[config.mk]
export PLATFORM = sky130hd
export DESIGN_NAME = bit_sayma_birimi
export DESIGN_NICKNAME = d
export VERILOG_FILES = /design/src/rtl/bit_sayma_birimi.sv
export SDC_FILE = /design/constraint.sdc
export NUM_CORES = 1
export LEC_CHECK = 0
export ABC_AREA = 1
export CAP_MARGIN = 10
export CORE_ASPECT_RATIO = 1.4
export CORE_MARGIN = 2
export CORE_UTILIZATION = 60
export DETAILED_ROUTE_END_ITERATION = 8
export GPL_TIMING_DRIVEN = 0
export PLACE_DENSITY = 0.95
export SYNTH_ARGS = -nofsm -noshare
export SYNTH_HDL_FRONTEND = slang
export SYNTH_SLANG_ARGS = --single-unit
[constraint.sdc]
create_clock -name clk_i -period 18.7 [get_ports clk_i]
set_input_delay 3.74 -clock clk_i [delete_from_list [all_inputs] [get_ports clk_i]]
set_output_delay 3.74 -clock clk_i [all_outputs]
set_load 0.02 [all_outputs]
[src/rtl/bit_sayma_birimi.sv]
// Two-stage pipelined clz/ctz/cpop unit for the Zbb count instructions.
// S1 registers the prepared operand and half popcounts; S2 combines two 16-bit zero counters.

module zero_counter_16 (
  input  logic [15:0] veri,
  output logic [3:0]  sayi,
  output logic        tumu_sifir
);
  logic bulundu;

  always_comb begin
    sayi    = '0;
    bulundu = 1'b0;
    for (int unsigned i = 0; i < 16; i++) begin
      if (!bulundu) begin
        if (veri[15 - i]) bulundu = 1'b1;
        else              sayi    = sayi + 4'd1;
      end
    end
  end

  assign tumu_sifir = ~|veri;
endmodule

module bit_sayma_birimi (
  input  logic        clk_i,
  input  logic        rst_i,
  input  logic        islem_gecerli_i,
  output logic        islem_hazir_o,
  input  logic [1:0]  islem_kod_i,
  input  logic [31:0] islem_veri_i,
  input  logic        bosalt_i,
  output logic        sonuc_gecerli_o,
  input  logic        sonuc_hazir_i,
  output logic [31:0] sonuc_o
);
  typedef enum logic [1:0] {
    KOD_CLZ  = 2'b00,
    KOD_CTZ  = 2'b01,
    KOD_CPOP = 2'b10,
    KOD_RSV  = 2'b11
  } islem_kod_t;

  function automatic logic [4:0] popcount16(input logic [15:0] v);
    logic [4:0] n;
    n = '0;
    for (int unsigned i = 0; i < 16; i++) n = n + {4'd0, v[i]};
    return n;
  endfunction

  logic        s1_gecerli;
  islem_kod_t  s1_kod;
  logic [31:0] s1_veri;
  logic [4:0]  s1_pop_h, s1_pop_l;

  logic        s2_ilerle, s1_ilerle, kabul;
  islem_kod_t  gelen_kod;
  logic [31:0] ters_veri, hazir_veri;
  logic [3:0]  zh, zl;
  logic        vh, vl;
  logic [31:0] s2_sonuc;

  assign s2_ilerle     = ~sonuc_gecerli_o | sonuc_hazir_i;
  assign s1_ilerle     = s1_gecerli & s2_ilerle;
  assign islem_hazir_o = ~s1_gecerli | s2_ilerle;
  assign kabul         = islem_gecerli_i & islem_hazir_o & ~bosalt_i;
  assign gelen_kod     = islem_kod_t'(islem_kod_i);

  // ctz is turned into clz of the bit-reversed operand so S2 only needs leading-zero logic
  always_comb begin
    ters_veri = '0;
    for (int unsigned i = 0; i < 32; i++) ters_veri[i] = islem_veri_i[31 - i];
    hazir_veri = (gelen_kod == KOD_CTZ) ? ters_veri : islem_veri_i;
  end

  always_ff @(posedge clk_i or negedge rst_i) begin
    if (!rst_i) begin
      s1_gecerli      <= 1'b0;
      sonuc_gecerli_o <= 1'b0;
    end else if (bosalt_i) begin
      s1_gecerli      <= 1'b0;
      sonuc_gecerli_o <= 1'b0;
    end else begin
      if (islem_hazir_o) s1_gecerli      <= islem_gecerli_i;
      if (s2_ilerle)     sonuc_gecerli_o <= s1_gecerli;
    end
  end

  always_ff @(posedge clk_i or negedge rst_i) begin
    if (!rst_i) begin
      s1_kod   <= KOD_CLZ;
      s1_veri  <= '0;
      s1_pop_h <= '0;
      s1_pop_l <= '0;
    end else if (kabul) begin
      s1_kod   <= gelen_kod;
      s1_veri  <= hazir_veri;
      s1_pop_h <= popcount16(islem_veri_i[31:16]);
      s1_pop_l <= popcount16(islem_veri_i[15:0]);
    end
  end

  zero_counter_16 u_h (.veri(s1_veri[31:16]), .sayi(zh), .tumu_sifir(vh));
  zero_counter_16 u_l (.veri(s1_veri[15:0]),  .sayi(zl), .tumu_sifir(vl));

  always_comb begin
    s2_sonuc = '0;
    unique case (s1_kod)
      KOD_CLZ, KOD_CTZ: begin
        if (!vh)      s2_sonuc = {28'd0, zh};
        else if (!vl) s2_sonuc = 32'd16 + {28'd0, zl};
        else          s2_sonuc = 32'd32;
      end
      KOD_CPOP: s2_sonuc = {26'd0, {1'b0, s1_pop_h} + {1'b0, s1_pop_l}};
      default:  s2_sonuc = '0;
    endcase
  end

  always_ff @(posedge clk_i or negedge rst_i) begin
    if (!rst_i)                     sonuc_o <= '0;
    else if (s1_ilerle && !bosalt_i) sonuc_o <= s2_sonuc;
  end
endmodule

======== Word level (Yosys, flattened, before mapping) ========
Cells that the tools add are included.
word-level totals
  bits of input ports ..................... 39
  output and inout port bits .............. 34
  flip-flop bits (word level) ............. 78
operators by class
  bitwise operators ....................... 8
  equality and inequality tests ........... 3
  reduce and logical (&&, ||, !) cells .... 8
  add/sub/neg operators ................... 62
  mux-type cells .......................... 128
operator list
  operator             count
  $mux 4               60
  $add 4x1->4 const B  28
  $add 5x1->5          22
  $mux 1               64
  $pmux 32 s2          1
  $mux 32              1
  $reduce_or 16->1     2
  $mux 6               2
  $add 4x1->5          2
  $add 3x1->4          2
  $add 2x1->3          2
  $add 5x4->6 const A  1
  $add 5x5->6          1
  $add 1x1->2          2
  $add 1x1->2 const B  2
  $eq 2x1->1 const B   2
  $reduce_bool 2->1    2
  $and 1x1->1          3
  $not 1->1            3
  $eq 2x2->1 const B   1
  $logic_not 2->1      1
  $or 1x1->1           2
  $reduce_or 2->1      1
  $logic_and 1x1->1    1
  $logic_not 1->1      1

======== Depth between registers and ports, before layout ========
Gate-level depths: netlist of the first run.
  depth after elaboration ................. 50
  depth in mapped cells ................... 57
  mapped depth without buffers ............ 57

======== By module ========
A second synthesis of the first run with hierarchy kept.
unflattened totals
  cells, all modules ...................... 891
  area, all modules ....................... 6065.8 µm²
by module, submodules not included
  module                  area each (µm²)  times used  cells an instance  seq. area each (µm²)
  bit_sayma_birimi        3688.5           1           441                1301.2
  zero_counter_16 at u_h  1224.9           1           235                0.0
  zero_counter_16 at u_l  1152.4           1           215                0.0

======== Least setup slack after synthesis of the first run ========
OpenSTA, ideal clock, no wires.
  kind .................................... input port to output port
  from .................................... input port sonuc_hazir_i
  to ...................................... output port islem_hazir_o
  setup slack ............................. 10.938 ns
  path buffers ............................ 0
  required time ........................... 14.960 ns
  cell stages on the path ................. 2
  arrival ................................. 4.022 ns
  cell sequence ........................... nor2_1 > nand2_1
on the way
  longest elaborated chain between the ends .. 2
ends and longest elaborated chain
  item         line  text
  from (decl)  34    input logic sonuc_hazir_i,
  $or 1x1->1   63    assign s2_ilerle = ~sonuc_gecerli_o | sonuc_hazir_i;
  $or 1x1->1   65    assign islem_hazir_o = ~s1_gecerli | s2_ilerle;
  to (decl)    29    output logic islem_hazir_o,
Every way passes these cells.

======== Worst setup path in the final report of the first run ========
Ends and elaborated chain as after synthesis.

==> results by group, run 1 <==
Timing
  • Finish-stage setup viols: 0
  • Max Freq: 0.115 GHz
  • Slew Viols, Final: 0
  • Worst Skew: 0.00667 ns
  • Worst-margin pin slew: 0.592 ns
  • RSZ-0062 raised after global routing: no
  • Fin crit share: 46.6%
  • Worst relative slew slack: 60.5%
  • Fin. Hold Viols: 0
  • Setup_tns: 0 ns
  • Min Clock Period, post-route: 8.71 ns

Setup path
  • R2r setup slk: 10.66 ns
  • Reg2reg start: s1_veri[30]$_DFFE_PN0P_
  • Worst setup SP type: input port
  • Worst path arrival time: 4.97 ns
  • Reg2reg path depth: 50
  • Required time worst endpoint: 14.96 ns
  • Worst-path fanout max: 3
  • Setup CP Type: in2out
  • Crit. End Element: output port
  • RR Endpoint: sonuc_o[2]$_DFFE_PN0P_

Route
  • Post-DR wirelength/cell: roughly 15 um
  • WL met1: 4790 um
  • DRC Markers: 0
  • Initial DRC count: 429
  • Vias: 5318
  • WL final: 13800 um
  • Final ANT Viol Nets: 0
  • Highest Signal Layer: met4
  • DR WL met3: slightly above 800 um
  • Wire length on met2: 7140 um
  • Vias per Instance: 5.59
  • DR pass1 iterations: 5

Placed design
  • Post-Place Cell Area: 6160 um^2
  • Gp weighted congestion: approximately 0.95
  • DPL Wire Length: 11100 um
  • Port bufs: 45

Global routing
  • Largest net degree at the start of global routing: 44
  • Total Routing Usage GR: between 20 and 30%
  • Overflow after GRT: 0
  • Initial antenna violation count: 0
  • First-pass GRT wire length: 22900 um
  • Vias in the first global route: 5005

Clocking
  • Root Buffer: clkbuf_16
  • Clk_lat worst skew: 0.30 ns
  • Longest Clk Path Bufs: 2
  • Clock-pin slew on the worst setup and hold paths: 0.07 ns
  • CTS tree: done
  • # resized after CTS: 0
  • Hold_buf cts: 0
  • H-tree Lvls: 2
  • Clock sink total: 52
  • Setup repair bufs after CTS: 0
  • Total CTS buffers: 5

Floorplan
  • Io pins: 73
  • Die ar.: 9910 um^2
  • Initial core utilization: roughly three fifths
  • Die W: 84.7 um
  • Chip height: 117 um
  • FP Rows: 41
  • CORE AREA: slightly below 9000 um^2

Finish
  • Most common cell after layout, fill and taps aside: nand2_1
  • Share of cells above drive strength 1: a little under an eighth
  • Area Growth Syn to Fin: 15.4%
  • Final #Nets: 942
  • FILL cells: 677
  • # diodes: 0
  • Commonest cells after routing, fill and taps aside: 185 x nand2_1, 118 x inv_1, 61 x nand3_1
  • Fin area: about 6300 um^2

Min path
  • Worst hold path cell count: 2
  • Hold Path End: s1_pop_h[3]$_DFFE_PN0P_
  • Hold Startpoint: s1_pop_h[3]$_DFFE_PN0P_
  • Hold Crit Class: reg2reg

Yosys
  • Area leader, netlist: dfrtp_1
  • Synth Cell Area: ~5500 um^2
  • Top_reg_cell synth: dfrtp_1
  • Syn Inst Count: 765
  • Asr flop ratio synth: 100%
  • Yosys cell types: 41
  • Synth top area cells: dfrtp_1 24%, nand2_1 13%, ha_1 8.9%
  • Synth warn: 0
  • Mean Syn Cell Area: around 7.1 um^2
  • Register bit total from synthesis: 52
  • Post-synthesis sequential area ratio: 23.8%
  • Number of synthesized flops with an enable pin: 0
  • Post-synth top area share: between 20% and 30%

Power
  • Max VDD drop: 0.0974 mV
  • Leak: 3.36 nW
  • Pwr/cell area: just over 80 nW/um^2

Run status
  • Run status: completed

Flow run
  • Number of max-cap violations: 0
## layer usage
metal / global-route usage, % / up-vias
met5: 0 / -
met4: 21.8 / 0
met3: 3.51 / 73
met2: 52.7 / 261
met1: 30.7 / 2449
li1: - / 2535
## stage by stage
stage / total power [mW] / util [%] / hold slack [ns] / instances / setup slack [ns]
floorplan: 0.345 / - / 0.450 / 790 / 10.94
global placement: 0.412 / 68.9 / 0.474 / 942 / 10.01
detailed placement: 0.428 / 69.0 / 0.484 / 943 / 9.99
CTS: 0.522 / 70.7 / 0.499 / 951 / 9.98
global route: 0.566 / 70.7 / 0.533 / 951 / 9.92
finish: 0.525 / 70.7 / 0.498 / 951 / 9.99
## cell families (layout without fill, tap and decap cells)
family,after synthesis,count (layout),share of synthesized area (%)
buffers and inverters,173,227,13.7
and+or+nand+nor,360,360,32.4
xor gates and xnor gates,13,13,2.08
other,1,26,0.0686
adders and majority gates,60,60,16.6
AOI/OAI and AO/OA,106,106,11.3
DFF,52,52,23.8
## registers in the layout, indices dropped and copies added, names as in the netlist
register,cells
s1_veri,32
sonuc_o,6
s1_pop_h,5
s1_pop_l,5
s1_kod,2
s1_gecerli,1
sonuc_gecerli_o,1
## where the power goes
group | internal, mW | leakage, nW | switching (mW)
combinational | 0.109 | 2.66 | 0.164
clock | 0.0499 | 0.0702 | 0.0435
sequential | 0.136 | 0.631 | 0.0223
total | 0.295 | 3.36 | 0.230
## cell usage after synthesis (all sizes together) (2+ instances only)
cell type / instances
nand2: 198
inv: 127
nor2: 74
nand3: 65
o21ai: 57
dfrtp: 52
ha: 39
buf: 29
fa: 21
a21oi: 19
o211ai: 15
clkbuf: 13
a31oi: 11
xor2: 11
or2: 10
nand4: 7
and2: 4
clkinv: 4
nand3b: 2
xnor2: 2
## final cells by class
class	instances	area [um^2]	area share, %
buffer	42	255	4.05
clock buffer	5	125	1.98
clock inverter	3	21.3	0.337
inverter	131	493	7.81
multi-input combinational	565	3510	55.7
sequential	52	1300	20.6
tap	107	134	2.12
timing repair buffer	46	465	7.38
## critical path: stages
cell             delay [ns]
clkdlybuf4s50_1        0.46
nor2_1                 0.05
nand2_1                0.10
clkdlybuf4s50_1        0.61
## worst max path at each step
stage	to	cells after the start	start	slack (ns)
floorplan	islem_hazir_o	2	sonuc_hazir_i	10.94
global placement	islem_hazir_o	4	sonuc_hazir_i	10.01
detailed placement	islem_hazir_o	4	sonuc_hazir_i	9.99
CTS	islem_hazir_o	4	sonuc_hazir_i	9.98
global route	islem_hazir_o	4	sonuc_hazir_i	9.92
finish	islem_hazir_o	4	sonuc_hazir_i	9.99
Power figures use the tool's default switching activity.
==> run 2, diff against run 1 <==
--- a/config.mk
+++ b/config.mk
@@ -9,10 +9,10 @@
 export CAP_MARGIN = 10
 export CORE_ASPECT_RATIO = 1.4
 export CORE_MARGIN = 2
-export CORE_UTILIZATION = 60
+export CORE_UTILIZATION = 51
 export DETAILED_ROUTE_END_ITERATION = 8
 export GPL_TIMING_DRIVEN = 0
-export PLACE_DENSITY = 0.95
+export PLACE_DENSITY = 0.89
 export SYNTH_ARGS = -nofsm -noshare
 export SYNTH_HDL_FRONTEND = slang
 export SYNTH_SLANG_ARGS = --single-unit
==> constraint.sdc (replaced) <==
create_clock -name clk_i -period 7.65 [get_ports clk_i]
set_input_delay 1.53 -clock clk_i [delete_from_list [all_inputs] [get_ports clk_i]]
set_output_delay 1.53 -clock clk_i [all_outputs]
set_load 0.02 [all_outputs]
==> run 2 against run 1 <==
Effect of this change: non-clock buffer count rose by 23; first-iteration DRC count fell by 17%; clock-buffer cell count rose by 1; power rose to 2.7 times the previous value; global-route usage fell by 4.3 points; clock power rose to 2.8 times the previous value; combinational power rose to 2.8 times the previous value; critical path depth rose by 46.
==> results by group, run 2 (synthesized netlist as in run 1, its figures left out) <==
Route
  • Final ANT Viol Nets: 0 (unchanged)
  • Initial DRC count: 357 (-17%)
  • Post-DR wirelength/cell: 14.2 um (-2.2%)
  • Highest Signal Layer: met4
  • Vias: 5364 (+0.86%)
  • WL final: 14300 um (+3.3%)
  • DRC Markers: 0 (unchanged)
  • Wire length on met2: 7540 um (+5.6%)
  • WL met1: 5110 um (+6.6%)
  • DR pass1 iterations: 5 (unchanged)
  • Vias per Instance: 5.34 (-4.6%)
  • DR WL met3: 621 um (-23%)

Setup path
  • Worst-path fanout max: 2 (-1)
  • Setup CP Type: reg2reg
  • Reg2reg path depth: 50 (unchanged)
  • Worst path arrival time: 7.58 ns (+2.61 ns)
  • R2r setup slk: 0.26 ns (-10.40 ns)
  • Crit. End Element: flop
  • Worst setup SP type: flop
  • Reg2reg start: s1_veri[30]$_DFFE_PN0P_
  • Slowest CP cell: dfrtp_1
  • Most used cell, CP: buf_4
  • Crit path buffers/inverters: 13 (+11)
  • Largest stage delay on the critical path: 0.38 ns (-0.23 ns)
  • RR Endpoint: sonuc_o[2]$_DFFE_PN0P_
  • Required time worst endpoint: 7.85 ns (-7.11 ns)
  • Worst path top cell family by delay: adder cells

Timing
  • Worst Skew: 0.00888 ns (+0.00221 ns)
  • Fin. Hold Viols: 0 (unchanged)
  • Min Clock Period, post-route: 7.39 ns
  • Slew Viols, Final: 0 (unchanged)
  • Fin crit share: between 90% and 100%
  • Final worst setup slack: 0.264 ns (-9.73 ns)
  • Setup_tns: 0 ns (unchanged)
  • Finish-stage setup viols: 0 (unchanged)
  • Max Freq: 0.135 GHz

Finish
  • Fin area: 6740 um^2 (+6.9%)
  • Final cell count without fillers: 1005 (+5.7%)
  • Area Growth Syn to Fin: 23.3%
  • Commonest cells after routing, fill and taps aside: 177 x nand2_1, 115 x inv_1, 59 x nand3_1
  • Number of flip-flops in the largest register: 32 (unchanged)
  • # diodes: 0 (unchanged)
  • Final Util: 64.8% (-5.9 points)
  • Largest Register: s1_veri
  • Most common cell after layout, fill and taps aside: nand2_1
  • Share of cells above drive strength 1: 17.3% (+5.6 points)
  • Final #Nets: 965 (+2.4%)
  • Biggest regs: s1_veri x32, sonuc_o x6

Power
  • Leak: 3.50 nW (+4.1%)
  • Pwr/cell area: 208 nW/um^2 (+150%)
  • Max VDD drop: 0.208 mV (+110%)

Placed design
  • Port bufs: 45 (unchanged)
  • Post-Place Cell Area: 6200 um^2 (+0.63%)
  • Worst slack, placed: -0.393 ns (-10.38 ns)
  • Placed cell count: 974 (+3.3%)
  • Gp weighted congestion: 0.954 (+0.33%)
  • DPL Wire Length: 11000 um (-0.19%)

Global routing
  • First-pass GRT wire length: 23200 um (+1.6%)
  • Overflow after GRT: 0 (unchanged)
  • Total Routing Usage GR: 24.7% (-4.3 points)
  • Largest net degree at the start of global routing: 39 (-11%)
  • Initial antenna violation count: 0 (unchanged)
  • Vias in the first global route: 5164 (+3.2%)

Min path
  • Hold Startpoint: s1_pop_l[0]$_DFFE_PN0P_
  • Hold Path End: s1_pop_l[0]$_DFFE_PN0P_
  • Hold Crit Class: reg2reg
  • Worst hold path cell count: 2 (unchanged)

Run status
  • Run status: completed

Floorplan
  • Io pins: 73 (unchanged)
  • Die ar.: 11600 um^2 (+17%)
  • Die W: 91.5 um (+8.1%)
  • Chip height: 127 um (+8.2%)
  • Initial core utilization: 52.6% (-8.7 points)
  • FP Rows: 44 (+7.3%)
  • CORE AREA: 10400 um^2 (+17%)

Clocking
  • Longest Clk Path Bufs: 2 (unchanged)
  • Clock-pin slew on the worst setup and hold paths: 0.07 ns (about the same)
  • H-tree Lvls: 2 (unchanged)
  • Total CTS buffers: 5 (unchanged)
  • Root Buffer: clkbuf_16
  • Clock sink total: 52 (unchanged)
  • Hold_buf cts: 0 (unchanged)
  • CTS tree: done
  • Clk_lat worst skew: 0.29 ns (about the same)

Flow run
  • Number of max-cap violations: 0 (unchanged)
[run 2: cell types whose count changed in the layout (fill, tap and decap cells not counted), sizes merged]
cell	previous run	this run
clkbuf	18	19
clkinvlp	1	0
inv	128	127
bufinv	0	1
buf	31	54
[run 2: worst register-to-register path: cells and delay by family, from the launching register on]
family / cells / cell delay [ns]
AOI/OAI and AO/OA: 4 / 0.35
DFF: 1 / 0.38
buffers and inverters: 13 / 1.36
adders and majority gates: 10 / 2.46
and+or+nand+nor: 21 / 2.43
xor gates and xnor gates: 2 / 0.33
[run 2: power by group]
group / total (mW) / internal [mW] / switching, mW
registers: 0.388 / 0.334 / 0.0544
clock network: 0.262 / 0.164 / 0.0984
logic: 0.751 / 0.310 / 0.441
[run 2: how the worst max path moves through the flow]
stage	to	from	cells after the start	slack (ns)
detailed placement	sonuc_o[2]$_DFFE_PN0P_	s1_veri[30]$_DFFE_PN0P_	50	-0.39
CTS	sonuc_o[2]$_DFFE_PN0P_	s1_veri[30]$_DFFE_PN0P_	50	0.03
floorplan	sonuc_o[2]$_DFFE_PN0P_	s1_veri[30]$_DFFE_PN0P_	50	0.27
global placement	sonuc_o[2]$_DFFE_PN0P_	s1_veri[30]$_DFFE_PN0P_	50	-0.21
global route	sonuc_o[2]$_DFFE_PN0P_	s1_veri[30]$_DFFE_PN0P_	50	-0.05
finish	sonuc_o[2]$_DFFE_PN0P_	s1_veri[30]$_DFFE_PN0P_	50	0.26
[run 2: cell type report]
cell class / count / area, um^2
fillers: 803 / 3660
multi-input cells: 565 / 3700
flip-flops and latches: 52 / 1310
well taps: 138 / 173
plain buffers: 42 / 255
repair buffers: 69 / 642
clock inverters: 2 / 38.8
inverters: 131 / 493
clock buffers: 6 / 139
[run 2: what timing repair did]
item / 4_1_cts / 5_1_grt
gates cloned: 0 / 0
resized for setup: 14 / 27
pin swaps: 14 / 23
setup endpoints to repair: 2 / 2
setup buffers: 17 / 6
[run 2: per-layer routing]
layer | up-vias | track usage [%]
met2 | 217 | 45.5
met5 | - | 0
met4 | 0 | 17.5
met1 | 2492 | 26.1
li1 | 2584 | -
met3 | 71 | 2.38
[run 2: metrics by stage]
stage / power, mW / hold WS [ns]
2_1_floorplan: 0.844 / 0.450
3_3_place_gp: 1.02 / 0.467
3_5_place_dp: 1.05 / 0.467
4_1_cts: 1.34 / 0.491
5_1_grt: 1.52 / 0.512
6_report: 1.40 / 0.496
==> run 3, diff against run 2 <==
--- a/config.mk
+++ b/config.mk
@@ -9,10 +9,10 @@
 export CAP_MARGIN = 10
 export CORE_ASPECT_RATIO = 1.4
 export CORE_MARGIN = 2
-export CORE_UTILIZATION = 51
+export CORE_UTILIZATION = 50
 export DETAILED_ROUTE_END_ITERATION = 8
 export GPL_TIMING_DRIVEN = 0
-export PLACE_DENSITY = 0.89
+export PLACE_DENSITY = 0.87
 export SYNTH_ARGS = -nofsm -noshare
 export SYNTH_HDL_FRONTEND = slang
 export SYNTH_SLANG_ARGS = --single-unit
==> run 3 against run 2 <==
Effect of this change: fmax down 2.8%; critical path type unchanged; largest power group unchanged; power down 1.4%; clock skew down 0.00084 ns; critical endpoint unchanged; first-iteration DRC count up 8.4%; critical path depth up 1; flip-flop and latch count unchanged; combinational power up 2%.
==> results by group, run 3 (synthesized netlist as in run 1, its figures left out) <==
Power
  • Combinational share of power: 55.2% (+1.6 points)
  • Clock share of power: 16.9% (-1.8 points)
  • Leak: 3.53 nW (+0.72%)
  • Internal: 0.774 mW (-4.1%)
  • Sw Share: 43.9% (+1.5 points)
  • Max VDD drop: 0.225 mV (+8.0%)
  • Pwr/cell area: 204 nW/um^2 (-1.8%)
  • Register share of total power: 27.9% (+0.2 points)
  • Tot Pwr: 1.38 mW (-1.4%)
  • Sw Pwr: 0.606 mW (+2.1%)

Finish
  • Fin area: 6770 um^2 (+0.37%)
  • Register area: 1300 um^2 (about the same)
  • Biggest regs: s1_veri x32, sonuc_o x6
  • Area Growth Syn to Fin: 23.7%
  • FILL cells: 830 (+3.4%)
  • Multi-input logic area: 3710 um^2 (+0.27%)
  • Most common cell after layout, fill and taps aside: nand2_1
  • Commonest cells after routing, fill and taps aside: 176 x nand2_1, 114 x inv_1, 57 x nand3_1
  • Number of flip-flops in the largest register: 32 (unchanged)
  • Largest Register: s1_veri
  • # diodes: 0 (unchanged)
  • Share of cells above drive strength 1: 18.6% (+1.3 points)
  • Final #Nets: 971 (+0.62%)

Timing
  • Worst-margin pin slew: 0.549 ns
  • Fin. Hold Viols: 0 (unchanged)
  • Worst relative slew slack: 63.4%
  • Setup_tns: 0 ns (unchanged)
  • Slew Viols, Final: 0 (unchanged)
  • Min Clock Period, post-route: 7.60 ns (+0.209 ns)
  • WHS: 0.503 ns (+0.00734 ns)
  • Fin crit share: 99.3% (+2.7 points)
  • Finish-stage setup viols: 0 (unchanged)
  • Max Freq: 0.132 GHz (-2.8%)
  • Worst Skew: 0.00804 ns (-0.000844 ns)
  • Final worst setup slack: 0.0545 ns (-0.209 ns)

Setup path
  • Crit path capture: sonuc_o[2]$_DFFE_PN0P_
  • Largest stage delay on the critical path: 0.41 ns (+0.03 ns)
  • Worst setup SP type: flop
  • Worst path arrival time: 7.80 ns (+0.22 ns)
  • Reg2reg path depth: 51 (+2.0%)
  • R2r setup slk: 0.05 ns (-0.21 ns)
  • Crit. path cell count: 51 (+2.0%)
  • Setup CP Type: reg2reg
  • Worst path top cell family by delay: adder cells
  • Slowest CP cell: dfrtp_1
  • Worst-path fanout max: 3 (+1)
  • Crit path from: s1_veri[30]$_DFFE_PN0P_
  • Required time worst endpoint: 7.85 ns (about the same)
  • Most used cell, CP: buf_4
  • Reg2reg start: s1_veri[30]$_DFFE_PN0P_
  • RR Endpoint: sonuc_o[2]$_DFFE_PN0P_
  • Crit. End Element: flop
  • Crit path buffers/inverters: 14 (+1)

Floorplan
  • Die W: 92.4 um (+0.95%)
  • Chip height: 128 um (+0.96%)
  • Io pins: 73 (unchanged)
  • FP Rows: 45 (+2.3%)
  • CORE AREA: 10800 um^2 (+3.4%)
  • Die ar.: 11800 um^2 (+1.9%)
  • Initial core utilization: 50.9% (-1.7 points)

Route
  • DRC Markers: 0 (unchanged)
  • DR pass1 iterations: 5 (unchanged)
  • Highest Signal Layer: met4
  • Post-DR wirelength/cell: 15.0 um (+5.3%)
  • Wire length on met2: 7930 um (+5.1%)
  • WL final: 15200 um (+6.2%)
  • Vias per Instance: 5.38 (+0.89%)
  • WL met1: 5210 um (+2.1%)
  • Vias: 5460 (+1.8%)
  • Initial DRC count: 387 (+8.4%)
  • DR WL met3: 924 um (+49%)
  • Final ANT Viol Nets: 0 (unchanged)

Placed design
  • DPL Wire Length: 10800 um (-1.7%)
  • Port bufs: 45 (unchanged)
  • Worst slack, placed: -0.300 ns (+0.0929 ns)
  • Post-Place Cell Area: 6200 um^2 (about the same)
  • Gp weighted congestion: 0.944 (-0.99%)

Min path
  • Hold Startpoint: s1_pop_l[0]$_DFFE_PN0P_
  • Hold Crit Class: reg2reg
  • Worst hold path cell count: 2 (unchanged)

Global routing
  • Initial antenna violation count: 0 (unchanged)
  • Vias in the first global route: 5166 (+0.039%)
  • Largest net degree at the start of global routing: 33 (-15%)
  • Total Routing Usage GR: 24.6% (-0.16 points)
  • First-pass GRT wire length: 23200 um (-0.15%)
  • Overflow after GRT: 0 (unchanged)

Clocking
  • Root Buffer: clkbuf_16
  • Clock sink total: 52 (unchanged)
  • Clock-pin slew on the worst setup and hold paths: 0.07 ns (about the same)
  • Total CTS buffers: 5 (unchanged)
  • Longest Clk Path Bufs: 2 (unchanged)
  • CTS tree: done
  • H-tree Lvls: 2 (unchanged)
  • Clk_lat worst skew: 0.30 ns (about the same)

Flow run
  • Number of max-cap violations: 0 (unchanged)

Run status
  • Run status: completed
run 3: final cells by class:
cell class	instances	area share, %
flip-flops and latches	52	19.3
repair buffers	75	10.1
inverters	131	7.32
clock buffers	5	1.85
multi-input cells	565	54.8
clock inverters	3	0.314
plain buffers	42	3.77
well taps	141	2.61
run 3: worst min path at each step:
stage          slack (ns)                      end
3_3_place_gp         0.47   sonuc_o[0]$_DFFE_PN0P_
3_5_place_dp         0.48  s1_pop_h[3]$_DFFE_PN0P_
2_1_floorplan        0.45    s1_kod[0]$_DFFE_PN0P_
6_report             0.50  s1_pop_l[0]$_DFFE_PN0P_
5_1_grt              0.52  s1_pop_l[4]$_DFFE_PN0P_
4_1_cts              0.50  s1_pop_l[4]$_DFFE_PN0P_
run 3: layer usage:
| metal | GRT usage (%) | up-vias |
|---|---|---|
| met2 | 46.0 | 295 |
| li1 | - | 2599 |
| met1 | 25.6 | 2471 |
| met4 | 16.2 | 0 |
| met5 | 0 | - |
| met3 | 2.65 | 95 |
run 3: power by group through the flow:
stage	clock [mW]	sequential, mW	combinational, mW
2_1_floorplan	0	0.389	0.455
3_3_place_gp	0	0.384	0.630
3_5_place_dp	0	0.387	0.652
4_1_cts	0.232	0.383	0.689
5_1_grt	0.244	0.390	0.855
6_report	0.233	0.385	0.763
run 3: per-stage QoR:
step                      util [%]  instances
after floorplan                  -        790
after global placement        57.6        976
after detailed placement      57.7        977
after CTS                     61.3       1010
after global routing          62.9       1014
final                         62.9       1014
run 3: timing repair:
action / in CTS / in global routing
setup buffers: 25 / 5
hold buffers: 0 / 0
pin swaps: 17 / 25
resized for setup: 13 / 31
endpoints found under the setup margin: 2 / 2
run 3: worst reg2reg max path, delay by kind of cell, from the launching register on:
kind	cells	cell delay (ns)
fa+ha+maj	10	2.46
simple gates	20	2.32
buf+inv	14	1.44
compound gates	5	0.56
flops	1	0.41
xor+xnor	2	0.33
